==> config.mk <==
export PLATFORM = sky130hd
export DESIGN_NAME = pe_mac_dbuf
export DESIGN_NICKNAME = d
export VERILOG_FILES = /design/src/rtl/pe_mac_dbuf.sv
export SDC_FILE = /design/constraint.sdc
export NUM_CORES = 1
export LEC_CHECK = 0
export BUFFER_PORTS_ARGS = -buffer_cell sky130_fd_sc_hd__buf_2
export CORE_UTILIZATION = 45
export CTS_CLUSTER_SIZE = 14
export DETAILED_ROUTE_END_ITERATION = 10
export PLACE_DENSITY = 0.72
export SLEW_MARGIN = 5
export SYNTH_ARGS = -nofsm -noshare
export SYNTH_HDL_FRONTEND = slang
export SYNTH_SLANG_ARGS = --single-unit
==> constraint.sdc <==
create_clock -name clk -period 4.4 [get_ports clk]
set_input_delay 0.66 -clock clk [delete_from_list [all_inputs] [get_ports clk]]
set_output_delay 0.66 -clock clk [all_outputs]
set_load 0.01 [all_outputs]
==> src/rtl/pe_mac_dbuf.sv <==
// pe_mac_dbuf: systolic processing element with a double-buffered weight,
// valid-qualified dataflow, a PIPE-deep multiply pipeline, optional saturating
// accumulation, and a runtime weight-stationary / output-stationary mode.
module pe_mac_dbuf #(
    parameter int DATA_WIDTH = 8,
    parameter int ACC_WIDTH  = 32,
    parameter int PIPE       = 2,
    parameter int SATURATE   = 1
) (
    input  logic                  clk,
    input  logic                  rst_n,
    input  logic                  mode_os,
    input  logic                  signed_mode,
    input  logic [DATA_WIDTH-1:0] weight_in,
    input  logic                  weight_load,
    input  logic                  weight_swap,
    output logic [DATA_WIDTH-1:0] weight_out,
    input  logic [DATA_WIDTH-1:0] act_in,
    input  logic                  act_valid_in,
    output logic [DATA_WIDTH-1:0] act_out,
    output logic                  act_valid_out,
    input  logic [ACC_WIDTH-1:0]  psum_in,
    input  logic                  psum_valid_in,
    input  logic                  drain,
    input  logic                  acc_clear,
    output logic [ACC_WIDTH-1:0]  psum_out,
    output logic                  psum_valid_out,
    output logic                  overflow
);

    localparam int PW = 2 * DATA_WIDTH;
    localparam logic [ACC_WIDTH-1:0] ACC_MAX = {1'b0, {(ACC_WIDTH-1){1'b1}}};
    localparam logic [ACC_WIDTH-1:0] ACC_MIN = {1'b1, {(ACC_WIDTH-1){1'b0}}};

    logic [DATA_WIDTH-1:0] shadow_w;
    logic [DATA_WIDTH-1:0] active_w;

    logic [PW-1:0]        prod_s;
    logic [PW-1:0]        prod_u;
    logic [ACC_WIDTH-1:0] prod_ext;

    logic [ACC_WIDTH-1:0] prod_q [PIPE];
    logic [ACC_WIDTH-1:0] psum_q [PIPE];
    logic [PIPE-1:0]      av_q;
    logic [PIPE-1:0]      pv_q;
    logic [PIPE-1:0]      dr_q;

    logic [ACC_WIDTH-1:0] acc;
    logic [ACC_WIDTH:0]   ws_res;
    logic [ACC_WIDTH:0]   os_res;

    // Signed ACC_WIDTH add; returns {overflow, result}, result clamped when saturating.
    function automatic logic [ACC_WIDTH:0] sat_add(input logic [ACC_WIDTH-1:0] a,
                                                   input logic [ACC_WIDTH-1:0] b);
        logic [ACC_WIDTH-1:0] s;
        logic                 ovf;
        s   = a + b;
        ovf = (a[ACC_WIDTH-1] == b[ACC_WIDTH-1]) && (s[ACC_WIDTH-1] != a[ACC_WIDTH-1]);
        if (ovf && SATURATE != 0) begin
            s = a[ACC_WIDTH-1] ? ACC_MIN : ACC_MAX;
        end
        return {ovf, s};
    endfunction

    // Weight double buffer: shadow shifts down the column, active feeds the multiplier.
    always_ff @(posedge clk or negedge rst_n) begin
        if (!rst_n) begin
            shadow_w <= '0;
            active_w <= '0;
        end else begin
            // NOTE: non-blocking assignment makes a simultaneous load+swap copy the old shadow.
            if (weight_load) shadow_w <= weight_in;
            if (weight_swap) active_w <= shadow_w;
        end
    end

    assign weight_out = shadow_w;

    // Activation pass-through to the PE on the right.
    always_ff @(posedge clk or negedge rst_n) begin
        if (!rst_n) begin
            act_out       <= '0;
            act_valid_out <= 1'b0;
        end else begin
            act_out       <= act_in;
            act_valid_out <= act_valid_in;
        end
    end

    // Product of this cycle's act and active weight, extended to ACC_WIDTH; zero when invalid.
    always_comb begin
        // NOTE: default every always_comb output first so no path can infer a latch.
        prod_ext = '0;
        prod_s   = {{DATA_WIDTH{act_in[DATA_WIDTH-1]}}, act_in}
                 * {{DATA_WIDTH{active_w[DATA_WIDTH-1]}}, active_w};
        prod_u   = {{DATA_WIDTH{1'b0}}, act_in} * {{DATA_WIDTH{1'b0}}, active_w};
        if (act_valid_in) begin
            prod_ext = signed_mode ? {{(ACC_WIDTH-PW){prod_s[PW-1]}}, prod_s}
                                   : {{(ACC_WIDTH-PW){1'b0}}, prod_u};
        end
    end

    // Multiply pipeline: product, psum and qualifiers travel PIPE stages together.
    always_ff @(posedge clk or negedge rst_n) begin
        if (!rst_n) begin
            // NOTE: these pipeline arrays are reset so in-flight valids are discarded on reset.
            for (int i = 0; i < PIPE; i++) begin
                prod_q[i] <= '0;
                psum_q[i] <= '0;
            end
            av_q <= '0;
            pv_q <= '0;
            dr_q <= '0;
        end else begin
            prod_q[0] <= prod_ext;
            psum_q[0] <= psum_in;
            av_q[0]   <= act_valid_in;
            pv_q[0]   <= psum_valid_in;
            dr_q[0]   <= drain;
            for (int i = 1; i < PIPE; i++) begin
                prod_q[i] <= prod_q[i-1];
                psum_q[i] <= psum_q[i-1];
                av_q[i]   <= av_q[i-1];
                pv_q[i]   <= pv_q[i-1];
                dr_q[i]   <= dr_q[i-1];
            end
        end
    end

    // Adder-stage sums for both modes.
    always_comb begin
        ws_res = sat_add(pv_q[PIPE-1] ? psum_q[PIPE-1] : '0, prod_q[PIPE-1]);
        os_res = sat_add(acc, prod_q[PIPE-1]);
    end

    // Adder stage: output register, OS accumulator and sticky overflow flag.
    always_ff @(posedge clk or negedge rst_n) begin
        if (!rst_n) begin
            psum_out       <= '0;
            psum_valid_out <= 1'b0;
            acc            <= '0;
            overflow       <= 1'b0;
        end else begin
            if (!mode_os) begin
                psum_out       <= ws_res[ACC_WIDTH-1:0];
                psum_valid_out <= av_q[PIPE-1] | pv_q[PIPE-1];
            end else if (dr_q[PIPE-1]) begin
                // Drain wins over an incoming psum; a concurrent clear drains zero.
                psum_out       <= acc_clear ? '0 : os_res[ACC_WIDTH-1:0];
                psum_valid_out <= 1'b1;
            end else begin
                psum_out       <= psum_q[PIPE-1];
                psum_valid_out <= pv_q[PIPE-1];
            end

            if (acc_clear) begin
                acc <= '0;
            end else if (mode_os) begin
                if (dr_q[PIPE-1])      acc <= '0;
                else if (av_q[PIPE-1]) acc <= os_res[ACC_WIDTH-1:0];
            end

            if (acc_clear) begin
                overflow <= 1'b0;
            end else if (mode_os ? os_res[ACC_WIDTH] : ws_res[ACC_WIDTH]) begin
                overflow <= 1'b1;
            end
        end
    end

endmodule

* Yosys cells after proc, flatten, opt, wreduce, memory -nomap -nowiden
Index checks and enable logic that the tools add are counted.
** Storage, ports and cells
- Logic and storage cells :: 49
- Register bits after elaboration :: 225
- Bits of input ports :: 58
- Output and inout bits :: 51
** Operators by class
- Add/sub/neg operators :: 2
- Mux-type cells :: 19
- Multipliers :: 2
- Reduce and logical (&&, ||, !) cells :: 6
- Equality and inequality tests :: 4
- Bitwise operators :: 1
** Operators with widths (count)
- 2-to-1 mux 32 bit :: 14
- adder 32 bit :: 2
- multiplier 8 x 8 -> 16 bit :: 2
- 2-to-1 mux 1 bit :: 5
- nonzero test 2 bit :: 2
- nonzero test 3 bit :: 1
- equality test 1 bit :: 2
- logical AND 1 bit :: 2
- inequality test 1 bit :: 2
- AND reduction 2 bit :: 1
- OR 1 bit :: 1

* Depth between registers and ports, before layout
Gate-level depths: netlist (run 1).
- Depth after elaboration :: 8
- Gate-level depth with buffers :: 22
- Depth with buffers taken out :: 21

* Least setup slack after synthesis (run 1)
Ideal clock, no wire load.
- Kind :: in2reg
- Start point :: input port act_in[7]
- End point :: register prod_q[47] in the netlist's numbering
- Setup time :: 129 ps
- Required time :: 4271 ps
- Path buffers :: 1
- Path slack :: -456 ps
- Stages :: 16
- Data arrival time :: 4727 ps
- Path through :: clkbuf_1 > nand2_1 > fa_1 > fa_1 > inv_1 > fa_1 > inv_1 > fa_1 > inv_1 > ha_1 > and3_1 > a211oi_1 > o21bai_1 > a21oi_1 > xnor2_1 > o21ai_0
** On the way
- Longest elaborated chain between the ends :: 3
- Elaborated cells between the ends (all ways) :: 4
- Classes of those cells :: mul: 2; mux: 2
** Ends and longest elaborated chain
- start: declaration :: RTL line 18 : input logic [DATA_WIDTH-1:0] act_in,
- multiplier 8 x 8 -> 16 bit (on tied branches) :: RTL line 96, 95
- 2-to-1 mux 32 bit * :: RTL line 98 : prod_ext = signed_mode ? {{(ACC_WIDTH-PW){prod_s[PW-1]}}, prod_s}
- 2-to-1 mux 32 bit * :: RTL line 97 : if (act_valid_in) begin
- via prod_ext[15] :: RTL line 40 : logic [ACC_WIDTH-1:0] prod_ext;
- end signal: indexed assignment :: RTL line 121 : prod_q[i] <= prod_q[i-1];
- end: declaration :: RTL line 42 : logic [ACC_WIDTH-1:0] prod_q [PIPE];
Mark *: on every way through the listed nets, which the timed path passes. The rest lies on a longest branch.
A chain may end at the register's enable or synchronous reset.

* Worst setup path after layout (run 1)
- Start point :: register active_w[2]
- End point :: register prod_q[47] in the netlist's numbering
** On the way
- Longest elaborated chain between the ends :: 3
- Elaborated cells between the ends (all ways) :: 4
- Classes of those cells :: mul: 2; mux: 2
** Ends and longest elaborated chain
- start: declaration :: RTL line 36 : logic [DATA_WIDTH-1:0] active_w;
- start signal: assignment :: RTL line 73 : if (weight_swap) active_w <= shadow_w;
- multiplier 8 x 8 -> 16 bit (on tied branches) :: RTL line 96, 95
- 2-to-1 mux 32 bit * :: RTL line 98
- 2-to-1 mux 32 bit * :: RTL line 97
- via prod_ext[15] :: RTL line 40
Marked as above.

==> summary.txt, run 1 <==
Status: finished with violations
Violations in the final reports: negative setup slack
Insertion delay to the later sink of the worst-skew pair: 450 ps
Clk network pwr share: 0.164
Post-synthesis instance area: 14000 um^2
Vias in the first global route: 11.2k
Commonest register cell after synthesis: dfrtp_1
Clock root buffer master: clkbuf_16
RSZ-0062 raised after global routing: true
Dpl cell area: 15800 um^2
Post-Syn Nets: 1730
DR DRC count: 0
Number of failing hold endpoints at the final stage: 0
Last weighted congestion value of the routability-driven placer: 0.902
Data arrival time at the worst-slack endpoint: 4770 ps
Number of nets in the final layout: 1913
Std cell rows: 64
Cells on worst reg2reg path: 17
Max-slew violation count: 0
Final wirelength: 33.1 mm
Max_cap viols: 0
Fmax: 0.226 GHz
Leakage Power: 8.40 nW
Synth unique cells: 70
Area delta synth->final: 18.5%
Die width: 179 um
Sum of overflow across all layers after global routing: 0
Maximum level of the CTS H-tree: 4
Port bufs: 108
Number of antenna violations at the first check in global routing: 0
Required time at the endpoint of the critical path: 4730 ps
Sequential element share of the synthesized area: 0.346
Register-to-register setup slack: -30 ps
Number of clock buffers inserted by TritonCTS: 17
R2r endpoint: prod_q[47]
Boundary pin count: 109
Core outline area: 30600 um^2
Number of filler instances in the final layout: 2686
Vertical die dimension: 179 um
Cells after Synth: 1465
Hpwl dp: 25.1 mm
Final instance area: 16600 um^2
Wire length of the first global-routing pass: 54.5 mm
Total power per unit cell area: 596 nW/um^2
Type of the worst min-delay path: in2async
Tightest Pin Transition: 1000 ps
Share of layout cells above drive strength 1: 0.214
Number of nets with antenna violations after detailed routing: 0
Worst slack after detailed placement: -440 ps
Number of warnings issued by yosys: 0
VDD IR max: 0.422 mV
Clk buf depth: 2
Net switching power: 0.00407 W
Total setup violations reported at the end of the flow: 1
Worst reg2reg path startpoint: active_w[2]
Worst clock skew: 14.7 ps
First-pass DRT Iterations: 5
Number of buffers inserted for hold repair after clock tree synthesis: 0
Critical path class: reg2reg
Number of placed instances with taps included: 2018
Slew margin rel.: 0.332
Share of the clock period used by the worst path: 1.01
Synth Register Bits: 194
Post-synth EDFFs: 0
CTS clk-pin slew, worst paths: 90 ps
Endpoint class of the critical path: register
Drt wl/cell: 16.1 um
Async set-or-reset flop fraction in the synthesized netlist: 1.00
Full die area: 31900 um^2
Vias per inst: 5.34
Net Sw Frac: 0.412
Layout Cells excl Fill: 2057
Crit path max fanout: 5
Pin count of the biggest net entering global routing: 111
Initial Util: 0.458
Type of origin of the critical path: register
Vias after detailed routing: 11.0k
Setup TNS after final layout: -34.0 ps
Minimum period implied by the final worst setup slack: 4430 ps
Design internal power: 0.00583 W
Global Route Usage Sum: 0.218
Combinational power share: 0.618
Hold Worst Slack: 292 ps
Reg power frac: 0.218
Final critical-path setup slack: -34.0 ps
Antenna diode count: 0
Synthesized area per cell: 9.57 um^2
CTS tree: done
Sink Count: 194
Detailed router's first-iteration violation count: 695
[worst max path at each step]
stage | endpoint | start | slack (ps)
2_1_floorplan | prod_q[47] | act_in[2] | -80
3_3_place_gp | prod_q[47] | act_in[2] | -390
3_5_place_dp | prod_q[47] | act_in[1] | -440
4_1_cts | prod_q[47] | active_w[2] | -2
5_1_grt | prod_q[47] | active_w[2] | -190
6_report | prod_q[47] | active_w[2] | -30
[power by group through the flow]
stage	Clock, W	Sequential [W]	Combinational [W]
3_5_place_dp	0	0.00219	0.00586
3_3_place_gp	0	0.00218	0.00564
2_1_floorplan	0	0.00220	0.00407
5_1_grt	0.00172	0.00218	0.00686
4_1_cts	0.00165	0.00216	0.00602
6_report	0.00162	0.00216	0.00612
[state kept, by name (all words and copies together), names as in the netlist, 8 cells and up]
name	flops
psum_q	64
prod_q	34
acc	32
psum_out	32
act_out	8
active_w	8
weight_out	8
[timing repair]
item                                    in CTS  in global routing
pin swaps                                   17                 15
setup buffers                                3                  4
cloned                                       0                  0
resized for setup                           15                 25
endpoints found under the setup margin       3                 12
[layer usage]
metal	global-route usage	wire length [um]	vias to the layer above
li1	-	-	5264
met1	0.279	14600	5374
met2	0.379	16300	284
met3	0.0283	1430	69
met4	0.0696	752	0
met5	0	0	-
[critical path, cell delays in order, from the launching register on]
cell and delay (ps):
dfrtp_2 450, buf_12 140, and2_4 150, fa_2 360, fa_1 470, fa_1 490, inv_1 50, fa_1 500
inv_2 50, ha_4 230, a21o_1 190, a21o_1 180, a21o_1 180, a21oi_2 170, o21ai_2 90, o41ai_2 280
mux2i_1 240, o21ai_1 80
[cell usage after synthesis, types with 33 or more instances]
cell | instances | share of area
inv_1 | 186 | 0.050
nand2_1 | 134 | 0.036
a31oi_1 | 35 | 0.016
ha_1 | 120 | 0.11
nand2b_1 | 40 | 0.018
xnor2_1 | 56 | 0.035
a21oi_1 | 87 | 0.031
fa_1 | 87 | 0.12
dfrtp_1 | 194 | 0.35
a21o_1 | 33 | 0.018
and2_1 | 79 | 0.035
nor2_1 | 53 | 0.014
o21ai_0 | 77 | 0.027
[layout make-up]
class	count	area, um^2	area share
Timing Repair Buffer	211	1360	0.0817
Clock inverter	14	176	0.0106
Clock buffer	18	439	0.0264
Tap cell	396	495	0.0298
Sequential cell	194	4860	0.293
Multi-Input combinational cell	1036	8580	0.516
Inverter	188	711	0.0428
[metrics by stage]
stage                     utilization  power (W)
after floorplan                     -    0.00627
after CTS                       0.541    0.00983
after global placement          0.518    0.00782
after global routing            0.543     0.0108
after detailed placement        0.518    0.00805
final                           0.543    0.00990
[layout by cell type, fill, tap and decap left out, types with 8 or more instances in the layout]
cell	count
a211oi_1	10
a21o_1	33
a21oi_1	80
a21oi_2	15
a31oi_1	35
and2_1	72
buf_2	107
buf_4	98
clkbuf_16	17
dfrtp_1	187
fa_1	81
ha_1	107
ha_4	12
inv_1	171
inv_2	15
mux2_2	15
nand2_1	125
nand2_2	8
nand2b_1	40
nand3_1	18
nor2_1	51
nor2b_1	11
nor3_1	13
o21a_1	12
o21ai_0	74
o21ai_1	24
o21bai_1	9
xnor2_1	56
xor2_1	23
[kinds of logic (layout without fill, tap and decap cells)]
group,Yosys count,after routing,synth area share
compound gates,354,354,0.159
simple gates,375,375,0.133
mux,20,20,0.0156
buf+inv,235,431,0.0650
xor+xnor,79,79,0.0493
flops,194,194,0.346
fa+ha+maj,208,208,0.232
No activity file was read; power rests on OpenSTA's default activity.
==> run 2: changes to the inputs <==
--- a/config.mk
+++ b/config.mk
@@ -9,7 +9,7 @@
 export CORE_UTILIZATION = 45
 export CTS_CLUSTER_SIZE = 14
 export DETAILED_ROUTE_END_ITERATION = 10
-export PLACE_DENSITY = 0.72
+export PLACE_DENSITY = 0.62
 export SLEW_MARGIN = 5
 export SYNTH_ARGS = -nofsm -noshare
 export SYNTH_HDL_FRONTEND = slang
==> summary.txt, run 2 (synthesized netlist as in run 1, its figures left out) <==
Status: complete, no violations
CTS clk-pin slew, worst paths: 80 ps
CTS tree: done
Full die area: 31900 um^2
Critical path's slowest cell: fa_1
Critical path class: reg2reg
Total setup violations reported at the end of the flow: 0
Number of placed instances with taps included: 2025
Worst clock skew: 11.3 ps
VDD IR max: 0.347 mV
Hpwl dp: 25.2 mm
CP Launch Point: active_w[2]
Leakage Power: 8.46 nW
Setup TNS after final layout: 0 ps
Tightest Pin Transition: 1180 ps
Clock root buffer master: clkbuf_16
Vias after detailed routing: 10.8k
Register-to-register setup slack: 30 ps
Die width: 179 um
Capturing element of the worst setup path: prod_q[47]
Leading cell types in the layout, fill and taps excluded: dfrtp_1 (189), inv_1 (168), nand2_1 (124)
Port bufs: 108
Type of origin of the critical path: register
Wire length of the first global-routing pass: 53.3 mm
First-pass DRT Iterations: 5
Critical path, cell by cell: buf_12 > and2_4 > fa_2 > fa_1 > fa_1 > inv_1 > fa_1 > inv_2 > ha_4 > a21o_1 > a21o_1 > a21o_1 > a21oi_2 > o21ai_2 > o41ai_2 > mux2i_1 > o21ai_1
Vertical die dimension: 179 um
Initial Util: 0.458
Layout Cells excl Fill: 2064
Pin count of the biggest net entering global routing: 104
RSZ-0062 raised after global routing: true
Worst reg2reg path startpoint: active_w[2]
Boundary pin count: 109
Vias per inst: 5.24
Data arrival time at the worst-slack endpoint: 4720 ps
Share of the clock period used by the worst path: 0.994
Clk network pwr share: 0.161
Drt wl/cell: 15.9 um
Core outline area: 30600 um^2
Required time at the endpoint of the critical path: 4740 ps
DR DRC count: 0
Number of clock buffers inserted by TritonCTS: 17
Sum of overflow across all layers after global routing: 0
Number of nets with antenna violations after detailed routing: 0
Kind of cell with the highest combined delay on the critical path: adder cells
Max_cap viols: 0
Register containing the most flip-flops in the final layout: psum_q
Detailed router's first-iteration violation count: 633
Cells on worst reg2reg path: 17
Worst path buffer plus inverter count: 3
Combinational power share: 0.623
Slew margin rel.: 0.206
Crit path max fanout: 5
Number of flip-flops in the largest register: 64
Endpoint class of the critical path: register
Reg power frac: 0.216
Vias in the first global route: 10.9k
R2r endpoint: prod_q[47]
Fmax: 0.229 GHz
Net switching power: 0.00405 W
Type of the worst min-delay path: in2async
Number of nets in the final layout: 1920
Maximum level of the CTS H-tree: 4
Design internal power: 0.00592 W
Final wirelength: 32.7 mm
Insertion delay to the later sink of the worst-skew pair: 460 ps
Sink Count: 194
Total power per unit cell area: 596 nW/um^2
Number of buffers inserted for hold repair after clock tree synthesis: 0
Critical path's largest stage delay: 490 ps
Clk buf depth: 2
Last weighted congestion value of the routability-driven placer: 0.895
Number of logic stages on the critical path including buffering: 17
Antenna diode count: 0
Net Sw Frac: 0.406
Max-slew violation count: 0
Share of layout cells above drive strength 1: 0.220
Minimum period implied by the final worst setup slack: 4370 ps
Global Route Usage Sum: 0.217
Biggest regs: psum_q (64), prod_q (34)
Std cell rows: 64
Number of failing hold endpoints at the final stage: 0
Number of antenna violations at the first check in global routing: 0
Most frequent standard cell in the layout excluding fill and tap cells: dfrtp_1
Area delta synth->final: 19.3%
run 2: cell count changes in the layout (fill, tap and decap cells not counted), moves of 3 or more:
cell	previous run	this run
buf_4	98	102
clkinv_8	5	1
inv_1	171	168
inv_6	1	5
nand2_4	1	4
o21bai_2	3	0
run 2: worst reg2reg max path: stages, from the launching register on:
cell and delay (ps):
dfrtp_2 440, buf_12 150, and2_4 150, fa_2 390
fa_1 460, fa_1 490, inv_1 50, fa_1 490
inv_2 50, ha_4 230, a21o_1 200, a21o_1 180
a21o_1 180, a21oi_2 170, o21ai_2 90, o41ai_2 250
mux2i_1 230, o21ai_1 80
run 2: how the worst min path moves through the flow:
stage,startpoint,endpoint,slack (ps),cells after the start
3_5_place_dp,prod_q[37],prod_q[5],330,0
4_1_cts,psum_in[28],psum_q[60],280,1
3_3_place_gp,prod_q[62],prod_q[30],330,0
6_report,rst_n,psum_q[2],270,1
2_1_floorplan,dr_q[0],dr_q[1],330,0
5_1_grt,psum_in[28],psum_q[60],290,1
run 2: what timing repair did:
item,CTS,global route
endpoints found under the setup margin,3,7
gates cloned,0,0
setup buffers,2,6
pin swaps,7,41
gates resized for setup,7,45
run 2: cell type report:
type | count | area (um^2)
sequential | 194 | 4860
clock inverter | 14 | 160
fill | 2761 | 13900
tap | 396 | 495
clock buffer | 18 | 439
timing repair buffer | 218 | 1440
inverter | 188 | 711
multi-input combinational | 1036 | 8630
run 2: per-layer routing:
metal / vias up / GRT usage / wire length, um
met2: 237 / 0.373 / 16200
met4: 0 / 0.0784 / 716
li1: 5276 / - / -
met3: 45 / 0.0318 / 1180
met1: 5259 / 0.275 / 14600
met5: - / 0 / 0
run 2: power by group through the flow:
stage / clock, W / sequential [W] / combinational [W]
final: 0.00161 / 0.00216 / 0.00621
after global routing: 0.00173 / 0.00218 / 0.00695
after CTS: 0.00166 / 0.00216 / 0.00599
after detailed placement: 0 / 0.00219 / 0.00584
after global placement: 0 / 0.00219 / 0.00574
after floorplan: 0 / 0.00220 / 0.00407
run 2: per-stage QoR:
| step | util | setup slack, ps | hold slack (ps) | power [W] | cell area (um^2) |
|---|---|---|---|---|---|
| after global routing | 0.547 | -115 | 285 | 0.0109 | 16700 |
| after floorplan | - | -77.0 | 331 | 0.00627 | 14300 |
| after detailed placement | 0.521 | -460 | 335 | 0.00802 | 15900 |
| after global placement | 0.521 | -411 | 332 | 0.00793 | 15900 |
| final | 0.547 | 26.0 | 270 | 0.00997 | 16700 |
| after CTS | 0.542 | 3.98 | 283 | 0.00980 | 16600 |
